`config.mk`:
```
export PLATFORM = sky130hd
export DESIGN_NAME = stopwatch_disp_core_flat
export DESIGN_NICKNAME = d
export VERILOG_FILES = /design/src/rtl/stopwatch_disp_core_if.sv /design/src/rtl/stopwatch_disp_core.sv /design/src/flat_wrapper.sv
export SDC_FILE = /design/constraint.sdc
export NUM_CORES = 1
export LEC_CHECK = 0
export ABC_AREA = 1
export BUFFER_PORTS_ARGS = -buffer_cell sky130_fd_sc_hd__buf_2
export CELL_PAD_IN_SITES_DETAIL_PLACEMENT = 0
export CELL_PAD_IN_SITES_GLOBAL_PLACEMENT = 2
export CORE_UTILIZATION = 34
export DETAILED_ROUTE_END_ITERATION = 8
export GPL_ROUTABILITY_DRIVEN = 0
export PLACE_DENSITY = 0.82
export SKIP_CTS_REPAIR_TIMING = 1
export SKIP_LAST_GASP = 1
export SYNTH_ARGS = -nofsm -noshare
export SYNTH_HDL_FRONTEND = slang
export SYNTH_SLANG_ARGS = --single-unit
export TNS_END_PERCENT = 20
```
`constraint.sdc`:
```
create_clock -name clk -period 3.7 [get_ports clk]
set_input_delay 0.185 -clock clk [delete_from_list [all_inputs] [get_ports clk]]
set_output_delay 0.185 -clock clk [all_outputs]
set_load 0.005 [all_outputs]
```
`src/rtl/stopwatch_disp_core_if.sv`:
```
// Stopwatch core bus: control strobes in, display/count state out.
//   master : strobe driver (divider / control logic / bench)
//   slave  : stopwatch_disp_core
//   cnt_tick, scan_tick, start_stop, clear : single-cycle strobes
//   an[3:0], seg[6:0], dp                  : active-low display lines
//   bcd[15:0], running, ovf                : count state
interface stopwatch_disp_core_if;
   logic        cnt_tick;
   logic        scan_tick;
   logic        start_stop;
   logic        clear;
   logic [3:0]  an;
   logic [6:0]  seg;
   logic        dp;
   logic [15:0] bcd;
   logic        running;
   logic        ovf;

   modport master (
      output cnt_tick, scan_tick, start_stop, clear,
      input  an, seg, dp, bcd, running, ovf
   );

   modport slave (
      input  cnt_tick, scan_tick, start_stop, clear,
      output an, seg, dp, bcd, running, ovf
   );
endinterface

```
`src/rtl/stopwatch_disp_core.sv`:
```
// Four-digit BCD stopwatch with start/stop/clear control and a registered
// four-digit seven-segment scanner. Strobes are clock enables on clk.
//   clk   : system clock
//   reset : asynchronous, active-low reset
//   bus   : slave side of stopwatch_disp_core_if (strobes in, display out)
// Parameters:
//   WRAP   : 1 = 9999 wraps to 0000, 0 = count holds at 9999
//   DP_POS : digit index (0 = rightmost) with the decimal point lit
module stopwatch_disp_core #(
   parameter int unsigned WRAP   = 1,
   parameter int unsigned DP_POS = 2
) (
   input  logic                   clk,
   input  logic                   reset,
   stopwatch_disp_core_if.slave   bus
);

   localparam int unsigned NDIG  = 4;
   localparam int unsigned DIG_W = 4;
   localparam int unsigned CNT_W = NDIG * DIG_W;
   localparam int unsigned PTR_W = 2;
   localparam int unsigned SEG_W = 7;

   localparam logic [CNT_W-1:0] CNT_MAX = 16'h9999;
   localparam logic [SEG_W-1:0] SEG_ZERO = 7'b1000000;
   localparam logic             DP_RST   = (DP_POS == 0) ? 1'b0 : 1'b1;

   typedef enum logic [1:0] {
      ST_IDLE  = 2'd0,
      ST_RUN   = 2'd1,
      ST_PAUSE = 2'd2
   } state_e;

   state_e             state_q, state_d;
   logic               running_q, running_d;
   logic [CNT_W-1:0]   bcd_q, bcd_d;
   logic               ovf_q, ovf_d;
   logic [PTR_W-1:0]   ptr_q, ptr_d;
   logic [3:0]         an_q, an_d;
   logic [SEG_W-1:0]   seg_q, seg_d;
   logic               dp_q, dp_d;

   logic               inc;
   logic [DIG_W-1:0]   cur_digit;

   // Add one to a four-digit BCD value, carry rippling d0 -> d3.
   function automatic logic [CNT_W-1:0] bcd_plus1(input logic [CNT_W-1:0] v);
      logic [CNT_W-1:0] r;
      logic             c;
      r = v;
      c = 1'b1;
      for (int i = 0; i < int'(NDIG); i++) begin
         if (c) begin
            if (v[i*DIG_W +: DIG_W] == 4'd9) begin
               r[i*DIG_W +: DIG_W] = 4'd0;
            end else begin
               r[i*DIG_W +: DIG_W] = v[i*DIG_W +: DIG_W] + 4'd1;
               c = 1'b0;
            end
         end
      end
      return r;
   endfunction

   // Active-low {g,f,e,d,c,b,a} pattern for one BCD digit.
   function automatic logic [SEG_W-1:0] seg_decode(input logic [DIG_W-1:0] d);
      logic [SEG_W-1:0] s;
      case (d)
         4'd0:    s = 7'b1000000;
         4'd1:    s = 7'b1111001;
         4'd2:    s = 7'b0100100;
         4'd3:    s = 7'b0110000;
         4'd4:    s = 7'b0011001;
         4'd5:    s = 7'b0010010;
         4'd6:    s = 7'b0000010;
         4'd7:    s = 7'b1111000;
         4'd8:    s = 7'b0000000;
         4'd9:    s = 7'b0010000;
         default: s = 7'b1111111;
      endcase
      return s;
   endfunction

   // State register.
   always_ff @(posedge clk or negedge reset) begin
      if (!reset) begin
         state_q <= ST_IDLE;
      end else begin
         state_q <= state_d;
      end
   end

   // Next-state logic; clear overrides start_stop.
   always_comb begin
      state_d = state_q;
      if (bus.clear) begin
         state_d = ST_IDLE;
      end else if (bus.start_stop) begin
         case (state_q)
            ST_IDLE:  state_d = ST_RUN;
            ST_RUN:   state_d = ST_PAUSE;
            ST_PAUSE: state_d = ST_RUN;
            default:  state_d = ST_IDLE;
         endcase
      end
   end

   // FSM output: running tracks the state being entered.
   always_comb begin
      running_d = 1'b0;
      if (state_d == ST_RUN) begin
         running_d = 1'b1;
      end
   end

   // Count and scan next-state. The increment keys off the registered state,
   // so a tick coincident with start_stop counts when leaving RUN only.
   always_comb begin
      inc       = (state_q == ST_RUN) && bus.cnt_tick && !bus.clear;
      bcd_d     = bcd_q;
      ovf_d     = ovf_q;
      if (bus.clear) begin
         bcd_d = '0;
         ovf_d = 1'b0;
      end else if (inc) begin
         if (bcd_q == CNT_MAX) begin
            ovf_d = 1'b1;
            bcd_d = (WRAP != 0) ? '0 : CNT_MAX;
         end else begin
            bcd_d = bcd_plus1(bcd_q);
         end
      end

      // Display fields use the advanced pointer and the pre-increment count.
      ptr_d     = ptr_q + PTR_W'(bus.scan_tick);
      cur_digit = bcd_q[ptr_d*DIG_W +: DIG_W];
      an_d      = ~(4'b0001 << ptr_d);
      seg_d     = seg_decode(cur_digit);
      dp_d      = (ptr_d == PTR_W'(DP_POS)) ? 1'b0 : 1'b1;
   end

   // Datapath and display registers.
   always_ff @(posedge clk or negedge reset) begin
      if (!reset) begin
         running_q <= 1'b0;
         bcd_q     <= '0;
         ovf_q     <= 1'b0;
         ptr_q     <= '0;
         an_q      <= 4'b1110;
         seg_q     <= SEG_ZERO;
         dp_q      <= DP_RST;
      end else begin
         running_q <= running_d;
         bcd_q     <= bcd_d;
         ovf_q     <= ovf_d;
         ptr_q     <= ptr_d;
         an_q      <= an_d;
         seg_q     <= seg_d;
         dp_q      <= dp_d;
      end
   end

   assign bus.an      = an_q;
   assign bus.seg     = seg_q;
   assign bus.dp      = dp_q;
   assign bus.bcd     = bcd_q;
   assign bus.running = running_q;
   assign bus.ovf     = ovf_q;

endmodule

```
`src/flat_wrapper.sv`:
```
// flat-port wrapper written by rule: the top's interface ports become plain ports
module stopwatch_disp_core_flat 
#(
   parameter int unsigned WRAP   = 1,
   parameter int unsigned DP_POS = 2
)
  (clk, reset, bus_cnt_tick, bus_scan_tick, bus_start_stop, bus_clear, bus_an, bus_seg, bus_dp, bus_bcd, bus_running, bus_ovf);
  stopwatch_disp_core_if bus_i ();
  input  logic clk;
  input  logic reset;
  input wire logic [$bits(bus_i.cnt_tick)-1:0] bus_cnt_tick;
  input wire logic [$bits(bus_i.scan_tick)-1:0] bus_scan_tick;
  input wire logic [$bits(bus_i.start_stop)-1:0] bus_start_stop;
  input wire logic [$bits(bus_i.clear)-1:0] bus_clear;
  output wire logic [$bits(bus_i.an)-1:0] bus_an;
  output wire logic [$bits(bus_i.seg)-1:0] bus_seg;
  output wire logic [$bits(bus_i.dp)-1:0] bus_dp;
  output wire logic [$bits(bus_i.bcd)-1:0] bus_bcd;
  output wire logic [$bits(bus_i.running)-1:0] bus_running;
  output wire logic [$bits(bus_i.ovf)-1:0] bus_ovf;
  assign bus_i.cnt_tick = bus_cnt_tick;
  assign bus_i.scan_tick = bus_scan_tick;
  assign bus_i.start_stop = bus_start_stop;
  assign bus_i.clear = bus_clear;
  assign bus_an = bus_i.an;
  assign bus_seg = bus_i.seg;
  assign bus_dp = bus_i.dp;
  assign bus_bcd = bus_i.bcd;
  assign bus_running = bus_i.running;
  assign bus_ovf = bus_i.ovf;
  stopwatch_disp_core #(.WRAP(WRAP), .DP_POS(DP_POS)) u_core (.clk(clk), .reset(reset), .bus(bus_i));
endmodule
```
==> qor.yml, run 1 <==
p_leak_nw: 1.15
area_growth_pct: 18.5
fmax_mhz: 522
initial_utilization_pct: 35.2
core_area_um2: 5070
design_area_um2: 2120
switchingPower_uw: 515
post-dp-hpwl_um: 2790
yosys_warnings: 0
die_w_um: 74.5
route.vias.total: 1481
post_drt_wl_per_cell_um: 11.2
hold-worst-slack_ps: -30.6
rsz0062_at_grt: "no"
register_area_um2: 831
synth.most_common_cell: "nand2_1"
layout-drive-gt1-share_pct: 23.2
crit_start: "u_core.ptr_q[0]"
synth-edff-count: 0
r2r_cells: 10
multi_input_area_um2: 828
antennaDiodeCount: 0
synthTopCellsByArea: "dfrtp_1, nand2_1, ha_1, dfstp_2, inv_1"
report.final.slew_viol_count: 0
finalCritPeriodShare_pct: 51.8
synthTopCellsByCount: "nand2_1, dfrtp_1, inv_1"
die_area_um2: 5550
cts.htree.levels: 2
clk_pin_slew_ps: 70
regToRegStartpoint: "u_core.ptr_q[0]"
crit_path_start_kind: "flop"
dp.cells: 325
drv_cap: 0
power.total_mw: 1.32
antenna_found_initial: 0
setup.worst_path.end: "u_core.bus.seg[3]"
worst_pin_slew_ps: 748
final_nets: 277
power.share.combinational_pct: 40.5
r2r-end: "u_core.bus.seg[3]"
cp.arrival_ps: 2090
cts-root-buf: "clkbuf_8"
worst_clock_skew_ps: 9.55
yosysUniqueCellTypes: 26
vias_per_cell: 4.45
yosysTopAreaCellShare_pct: 40.6
io_buffer_count: 35
drt_first_iter_violations: 111
irDropWorstVdd_mv: 0.181
period_needed_ps: 1920
intPower_uw: 810
cts_buffers: 5
hold_viol_final: 29
async_flop_share_pct: 100
stdcell_count: 333
postRouteAntennaNets: 0
pwr-share-clk_pct: 20.7
crit_required_ps: 3870
grt_max_degree: 34
status: "finished with violations"
tns_ps: 0
max-slew-margin-rel_pct: 50.1
grt_usage_pct: 14.7
reg2reg_slack_ps: 1780
setup_ws_ps: 1780
avgSynthCellArea_um2: 8.01
pre_cts_slack_ps: 1780
insertion_delay_ps: 280
final_core_util_pct: 41.7
cts_tree: "built"
cellPowerDensity_nw_per_um2: 626
drt-total-wl_um: 3740
synth_largest_area_cell: "dfrtp_1"
ys_ff_latch: 33
cts_buffer_depth: 2
dr.pass1.iters: 4
cts_sinks: 33
yosysSeqAreaShare_pct: 46.5
grt_pass1_vias: 1271
place_area_um2: 2030
worstPathMaxFanout: 18
synth_nets: 238
synth-main-ff-cell: "dfrtp_1"
grt-ovfl-total: 0
setup_violations: 0
sw_frac_of_total_pct: 38.9
fill_cells: 548
boundaryPins: 36
die_y_um: 74.5
syn_area_um2: 1790
netlist_instances: 223
hold_path_class: "input pin to asynchronous set/reset pin"
violations: "negative hold slack"
rows: 26
end_kind: "flop"
grt_pass1_wl_um: 6120
worst-setup-path-type: "flop to flop"
p_seq_share_pct: 38.8
drc: 0
kinds of logic (layout without fill, tap and decap cells):
family                     after synthesis  after routing  synth area share, %
xor gates and xnor gates                 5              5                 2.45
and+or+nand+nor                        124            124                 30.0
adders and majority gates                9              9                 6.30
DFF                                     33             33                 46.5
AOI/OAI and AO/OA                       21             21                 7.07
buffers and inverters                   30             70                 7.14
muxes                                    1              1                0.560
cell type report:
| type | instances | area share (%) |
|---|---|---|
| multi-input cells | 160 | 39.1 |
| clock buffers | 8 | 4.26 |
| inverters | 27 | 4.96 |
| well taps | 70 | 4.14 |
| repair buffers | 35 | 8.27 |
| flip-flops and latches | 33 | 39.2 |
metal layers:
metal / vias up / track usage [%] / share of wire [%]
li1: 784 / - / -
met5: - / 0 / 0
met4: 0 / 5.03 / 1.4
met3: 7 / 3.66 / 3.3
met2: 29 / 22.2 / 46
met1: 661 / 20.3 / 49
worst max-delay path, stage by stage, from the launching register on:
cell and delay (ps):
dfrtp_1 360, ha_1 600, inv_2 140, nand2_1 100, nand2_1 60, nand2_1 60, nand2_1 110, nand2_1 150
nand3_1 100, nand2_1 80, nand2_1 50
registers in the layout, indices dropped and copies added, names as in the netlist:
signal / flops
u_core.bus.bcd: 16
u_core.bus.an: 4
u_core.bus.seg: 7
u_core.bus.ovf: 1
u_core.ptr_q: 2
u_core.state_q: 2
u_core.bus.running: 1
placed cells by master, fill, tap and decap left out, types with 4 or more instances in the layout:
| cell type | Yosys | routed |
|---|---|---|
| dfrtp_1 | 29 | 29 |
| dfstp_2 | 4 | 4 |
| buf_2 | 0 | 35 |
| inv_2 | 6 | 6 |
| nor2_1 | 15 | 15 |
| inv_1 | 19 | 19 |
| nand2_1 | 80 | 80 |
| xor2_1 | 4 | 4 |
| ha_1 | 9 | 9 |
| o21ai_1 | 7 | 7 |
| a21oi_1 | 8 | 8 |
| clkbuf_8 | 0 | 6 |
| nand3_1 | 14 | 14 |
power by group through the flow:
| stage | combinational, mW | clock (mW) | sequential [mW] |
|---|---|---|---|
| 2_1_floorplan | 0.391 | 0 | 0.525 |
| 3_3_place_gp | 0.550 | 0 | 0.520 |
| 5_1_grt | 0.636 | 0.301 | 0.530 |
| 3_5_place_dp | 0.546 | 0 | 0.522 |
| 6_report | 0.536 | 0.275 | 0.514 |
| 4_1_cts | 0.547 | 0.291 | 0.515 |
worst min path at each step:
stage	cells past startpoint	startpoint	slack (ps)	end
6_report	1	reset	-30	u_core.bus.seg[3]
5_1_grt	1	reset	30	u_core.bus.seg[3]
4_1_cts	1	reset	-4	u_core.bus.bcd[3]
3_5_place_dp	1	reset	310	u_core.bus.seg[5]
3_3_place_gp	1	reset	300	u_core.bus.seg[5]
2_1_floorplan	0	reset	-110	u_core.bus.an[0]
No activity file was read; power rests on OpenSTA's default activity.
==> run 2: changes to the inputs <==
--- a/config.mk
+++ b/config.mk
@@ -9,10 +9,10 @@
 export BUFFER_PORTS_ARGS = -buffer_cell sky130_fd_sc_hd__buf_2
 export CELL_PAD_IN_SITES_DETAIL_PLACEMENT = 0
 export CELL_PAD_IN_SITES_GLOBAL_PLACEMENT = 2
-export CORE_UTILIZATION = 34
+export CORE_UTILIZATION = 31
 export DETAILED_ROUTE_END_ITERATION = 8
 export GPL_ROUTABILITY_DRIVEN = 0
-export PLACE_DENSITY = 0.82
+export PLACE_DENSITY = 0.76
 export SKIP_CTS_REPAIR_TIMING = 1
 export SKIP_LAST_GASP = 1
 export SYNTH_ARGS = -nofsm -noshare
==> constraint.sdc (replaced) <==
create_clock -name clk -period 1.9 [get_ports clk]
set_input_delay 0.095 -clock clk [delete_from_list [all_inputs] [get_ports clk]]
set_output_delay 0.095 -clock clk [all_outputs]
set_load 0.005 [all_outputs]
==> run 2 against run 1 <==
- the run now ends clean
- sequential cell count is the same
- worst setup slack got worse by 1600 ps
- combinational power grew 120%
- clock power grew 81%
- sequential power up 90%
- via count grew 1.1%
- first-iteration DRC count is 43% lower
- global-route usage shrank 0.20 points
- clock skew fell by 7.1 ps
==> qor.yml, run 2 (synthesis results as in run 1) <==
die_w_um: 77.9
post_drt_wl_per_cell_um: 11.7
report.final.slew_viol_count: 0
cts_buffers: 5
post-dp-hpwl_um: 2960
cts_tree: "built"
boundaryPins: 36
drc: 0
io_buffer_count: 35
grt_max_degree: 34
hold_viol_final: 0
cp.arrival_ps: 1870
layout_common_cells: "nand2_1, buf_2, dfrtp_1, inv_1, nor2_1"
worst_clock_skew_ps: 2.42
insertion_delay_ps: 280
antennaDiodeCount: 0
worstPathMaxFanout: 15
stdcell_count: 339
die_area_um2: 6070
irDropWorstVdd_mv: 0.368
cellPowerDensity_nw_per_um2: 1230
status: "completed"
grt-ovfl-total: 0
die_y_um: 77.9
postRouteAntennaNets: 0
layout_commonest_cell: "nand2_1"
hold_path_class: "input pin to flop"
crit_path_start_kind: "flop"
tns_ps: 0
p_leak_nw: 1.17
drv_cap: 0
power.total_mw: 2.67
cts_buffer_depth: 2
largest_reg_flops: 16
antenna_found_initial: 0
hold-worst-slack_ps: 88.4
cts_sinks: 33
route.vias.total: 1497
worst_pin_slew_ps: 744
period_needed_ps: 1710
drt_first_iter_violations: 63
rsz0062_at_grt: "no"
final_nets: 281
drt-total-wl_um: 3950
finalCritPeriodShare_pct: 89.8
grt_pass1_vias: 1441
setup_violations: 0
dr.pass1.iters: 4
fmax_mhz: 586
worst-setup-path-type: "flop to flop"
cts-root-buf: "clkbuf_8"
dp.cells: 330
grt_pass1_wl_um: 6770
rows: 27
area_growth_pct: 21.1
grt_usage_pct: 14.5
end_kind: "flop"
max-slew-margin-rel_pct: 50.4
core_area_um2: 5540
crit_required_ps: 2060
vias_per_cell: 4.42
final_core_util_pct: 39.1
cts.htree.levels: 2
clk_pin_slew_ps: 70
layout-drive-gt1-share_pct: 25.5
initial_utilization_pct: 32.2
## run 2: cell types whose count changed in the layout (fill, tap and decap cells not counted), sizes merged
| cell | previous run | this run |
|---|---|---|
| dlygate4sd3 | 0 | 1 |
| buf | 35 | 38 |
| clkinv | 1 | 3 |
| clkbuf | 8 | 6 |
## run 2: path summary, 6_finish.rpt
kind	start	end	slack, ps	cells after the start
setup / recovery	u_core.ptr_q[0]	u_core.bus.seg[1]	190	9
hold / removal	bus_clear	u_core.bus.ovf	90	2
setup reg to reg	u_core.ptr_q[0]	u_core.bus.seg[1]	190	9
hold reg to reg	u_core.bus.ovf	u_core.bus.ovf	520	2
max in group asynchronous	reset	u_core.bus.bcd[6]	1010	2
min in group asynchronous	reset	u_core.bus.seg[5]	420	2
## run 2: worst max-delay path: stages, from the launching register on
cell and delay (ps):
dfrtp_1 370, ha_2 380, buf_12 140, nand2_1 50
nand2_1 100, nand2_1 60, nand2_1 160, nand2_1 100
nand2_1 150, nand2_1 80
## run 2: layout make-up
| type | instances | area [µm²] |
|---|---|---|
| timing repair buffer | 39 | 220 |
| multi-input combinational | 160 | 836 |
| fill | 612 | 3380 |
| clock inverter | 2 | 10.0 |
| tap | 72 | 90.1 |
| sequential | 33 | 831 |
| clock buffer | 6 | 72.6 |
| inverter | 27 | 105 |
## run 2: routing by layer
layer / up-vias / global-route usage (%) / routed length, µm / part of all wire (%)
met2: 23 / 23.0 / 1830 / 46
met5: - / 0 / 0 / 0
met4: 0 / 5.00 / 29 / 0.73
li1: 789 / - / - / -
met1: 683 / 19.0 / 1960 / 49
met3: 2 / 3.65 / 143 / 3.6
## run 2: metrics by stage
step                      instance area [µm²]  worst slack, ps
final                                    2160              193
after global routing                     2160             12.9
after CTS                                2150              162
after detailed placement                 2060              180
after global placement                   2060              216
after floorplan                          1790              325
## run 2: power breakdown
group / internal, mW / switching (mW)
Clock: 0.254 / 0.245
Combinational: 0.459 / 0.735
Sequential: 0.903 / 0.0739
Total: 1.62 / 1.05
==> run 3: changes to the inputs <==
--- a/config.mk
+++ b/config.mk
@@ -6,7 +6,7 @@
 export NUM_CORES = 1
 export LEC_CHECK = 0
 export ABC_AREA = 1
-export BUFFER_PORTS_ARGS = -buffer_cell sky130_fd_sc_hd__buf_2
+export BUFFER_PORTS_ARGS = -buffer_cell sky130_fd_sc_hd__buf_4
 export CELL_PAD_IN_SITES_DETAIL_PLACEMENT = 0
 export CELL_PAD_IN_SITES_GLOBAL_PLACEMENT = 2
 export CORE_UTILIZATION = 31
==> run 3 against run 2 <==
- total power is 9.3% higher
- fmax is 3.6% higher
- clock power is 37% higher
- critical path type unchanged
- highest routed layer unchanged
- sequential power hardly changed
- combinational power is 6% higher
- clock skew is 7.7 ps higher
- via count is 3.0% higher
==> qor.yml, run 3 (synthesis results as in run 1) <==
place_area_um2: 2150
cts_buffer_depth: 2
rsz0062_at_grt: "no"
cp_top_family: "simple AND/OR/NAND/NOR gates"
postRouteAntennaNets: 0
setup_violations: 0
whs_endpoint: "u_core.bus.ovf"
worst-setup-path-type: "flop to flop"
io_buffer_count: 35
drt_first_iter_violations: 79
worstPathMaxFanout: 4
core_area_um2: 5540
crit_path_frequent_cell: "nand2_1"
critPathBufInv: 1
dr.pass1.iters: 4
drc: 0
insertion_delay_ps: 280
grt-ovfl-total: 0
crit_required_ps: 2070
grt_usage_pct: 14.3
worst_pin_slew_ps: 429
drt-total-wl_um: 4000
grt_pass1_vias: 1402
hold_start: "bus_clear"
cts_sinks: 33
r2r_cells: 7
stdcell_count: 340
p_leak_nw: 1.20
finalCritPeriodShare_pct: 86.7
crit_path_start_kind: "flop"
critPathMaxStageDelay_ps: 410
rows: 27
power.total_mw: 2.92
cts-root-buf: "clkbuf_8"
worst_clock_skew_ps: 10.1
die_area_um2: 6070
cellPowerDensity_nw_per_um2: 1280
vias_per_cell: 4.54
max-slew-margin-rel_pct: 71.4
final_nets: 282
die_w_um: 77.9
grt_pass1_wl_um: 6670
tns_ps: 0
irDropWorstVdd_mv: 0.503
end_kind: "flop"
layout_common_cells: "nand2_1, buf_4, dfrtp_1, inv_1, nor2_1"
cts.htree.levels: 2
initial_utilization_pct: 32.2
report.final.slew_viol_count: 0
dp.cells: 331
reg2reg_slack_ps: 250
period_needed_ps: 1650
antenna_found_initial: 0
layout_commonest_cell: "nand2_1"
fmax_mhz: 607
status: "completed"
regToRegStartpoint: "u_core.bus.bcd[1]"
hold_depth: 2
area_growth_pct: 27.9
crit_path_top_delay_cell: "dfrtp_1"
antennaDiodeCount: 0
path_cells: "inv_1 > ha_1 > nand3_1 > nor3_2 > a21oi_1 > nand2_1 > nand2_1"
r2r-end: "u_core.bus.bcd[12]"
die_y_um: 77.9
boundaryPins: 36
grt_max_degree: 34
largest_reg_flops: 16
layout-drive-gt1-share_pct: 25.0
crit_start: "u_core.bus.bcd[1]"
cts_tree: "built"
design_area_um2: 2290
cts_buffers: 5
drv_cap: 0
post-dp-hpwl_um: 2970
cp.arrival_ps: 1820
post_drt_wl_per_cell_um: 11.8
route.vias.total: 1542
clk_pin_slew_ps: 70
hold_path_class: "input pin to flop"
hold_viol_final: 0
## run 3: worst max path at each step
stage	endpoint	slack (ps)	cells past startpoint
floorplan	u_core.bus.seg[1]	330	9
global placement	u_core.bus.seg[3]	130	10
detailed placement	u_core.bus.seg[3]	80	10
CTS	u_core.bus.seg[3]	70	10
global route	u_core.bus.seg[3]	70	10
finish	u_core.bus.bcd[12]	250	7
## run 3: cell type report
class	instances	area (µm²)
clock buffers	7	86.3
clock inverters	1	30.0
fillers	583	3250
inverters	27	105
multi-input cells	160	841
flip-flops and latches	33	831
well taps	72	90.1
repair buffers	40	303
## run 3: metrics by stage
step	setup WS, ps	utilization, %	hold WS [ps]
final	252	41.3	30.5
after global routing	73.3	41.3	34.1
after CTS	65.7	40.9	-235
after detailed placement	78.1	38.8	70.2
after global placement	129	38.8	75.4
after floorplan	325	-	-201
## run 3: where the power goes
part / switching [mW] / internal, mW
Sequential: 0.0720 / 0.904
Clock: 0.258 / 0.428
Combinational: 0.728 / 0.530
Total: 1.06 / 1.86
## run 3: worst reg2reg max path, stage by stage (launching register included)
cell     delay (ps)
dfrtp_1         410
inv_1           130
ha_1            160
nand3_1         180
nor3_2          300
a21oi_1         200
nand2_1         100
nand2_1          50
## run 3: layer usage
layer  global-route usage [%]  up-vias  part of all wire, %
met4                     5.00        0                  1.5
met1                     18.5      709                   46
met3                     3.88        5                  5.4
met5                        0        -                    0
li1                         -      794                    -
met2                     23.0       34                   47
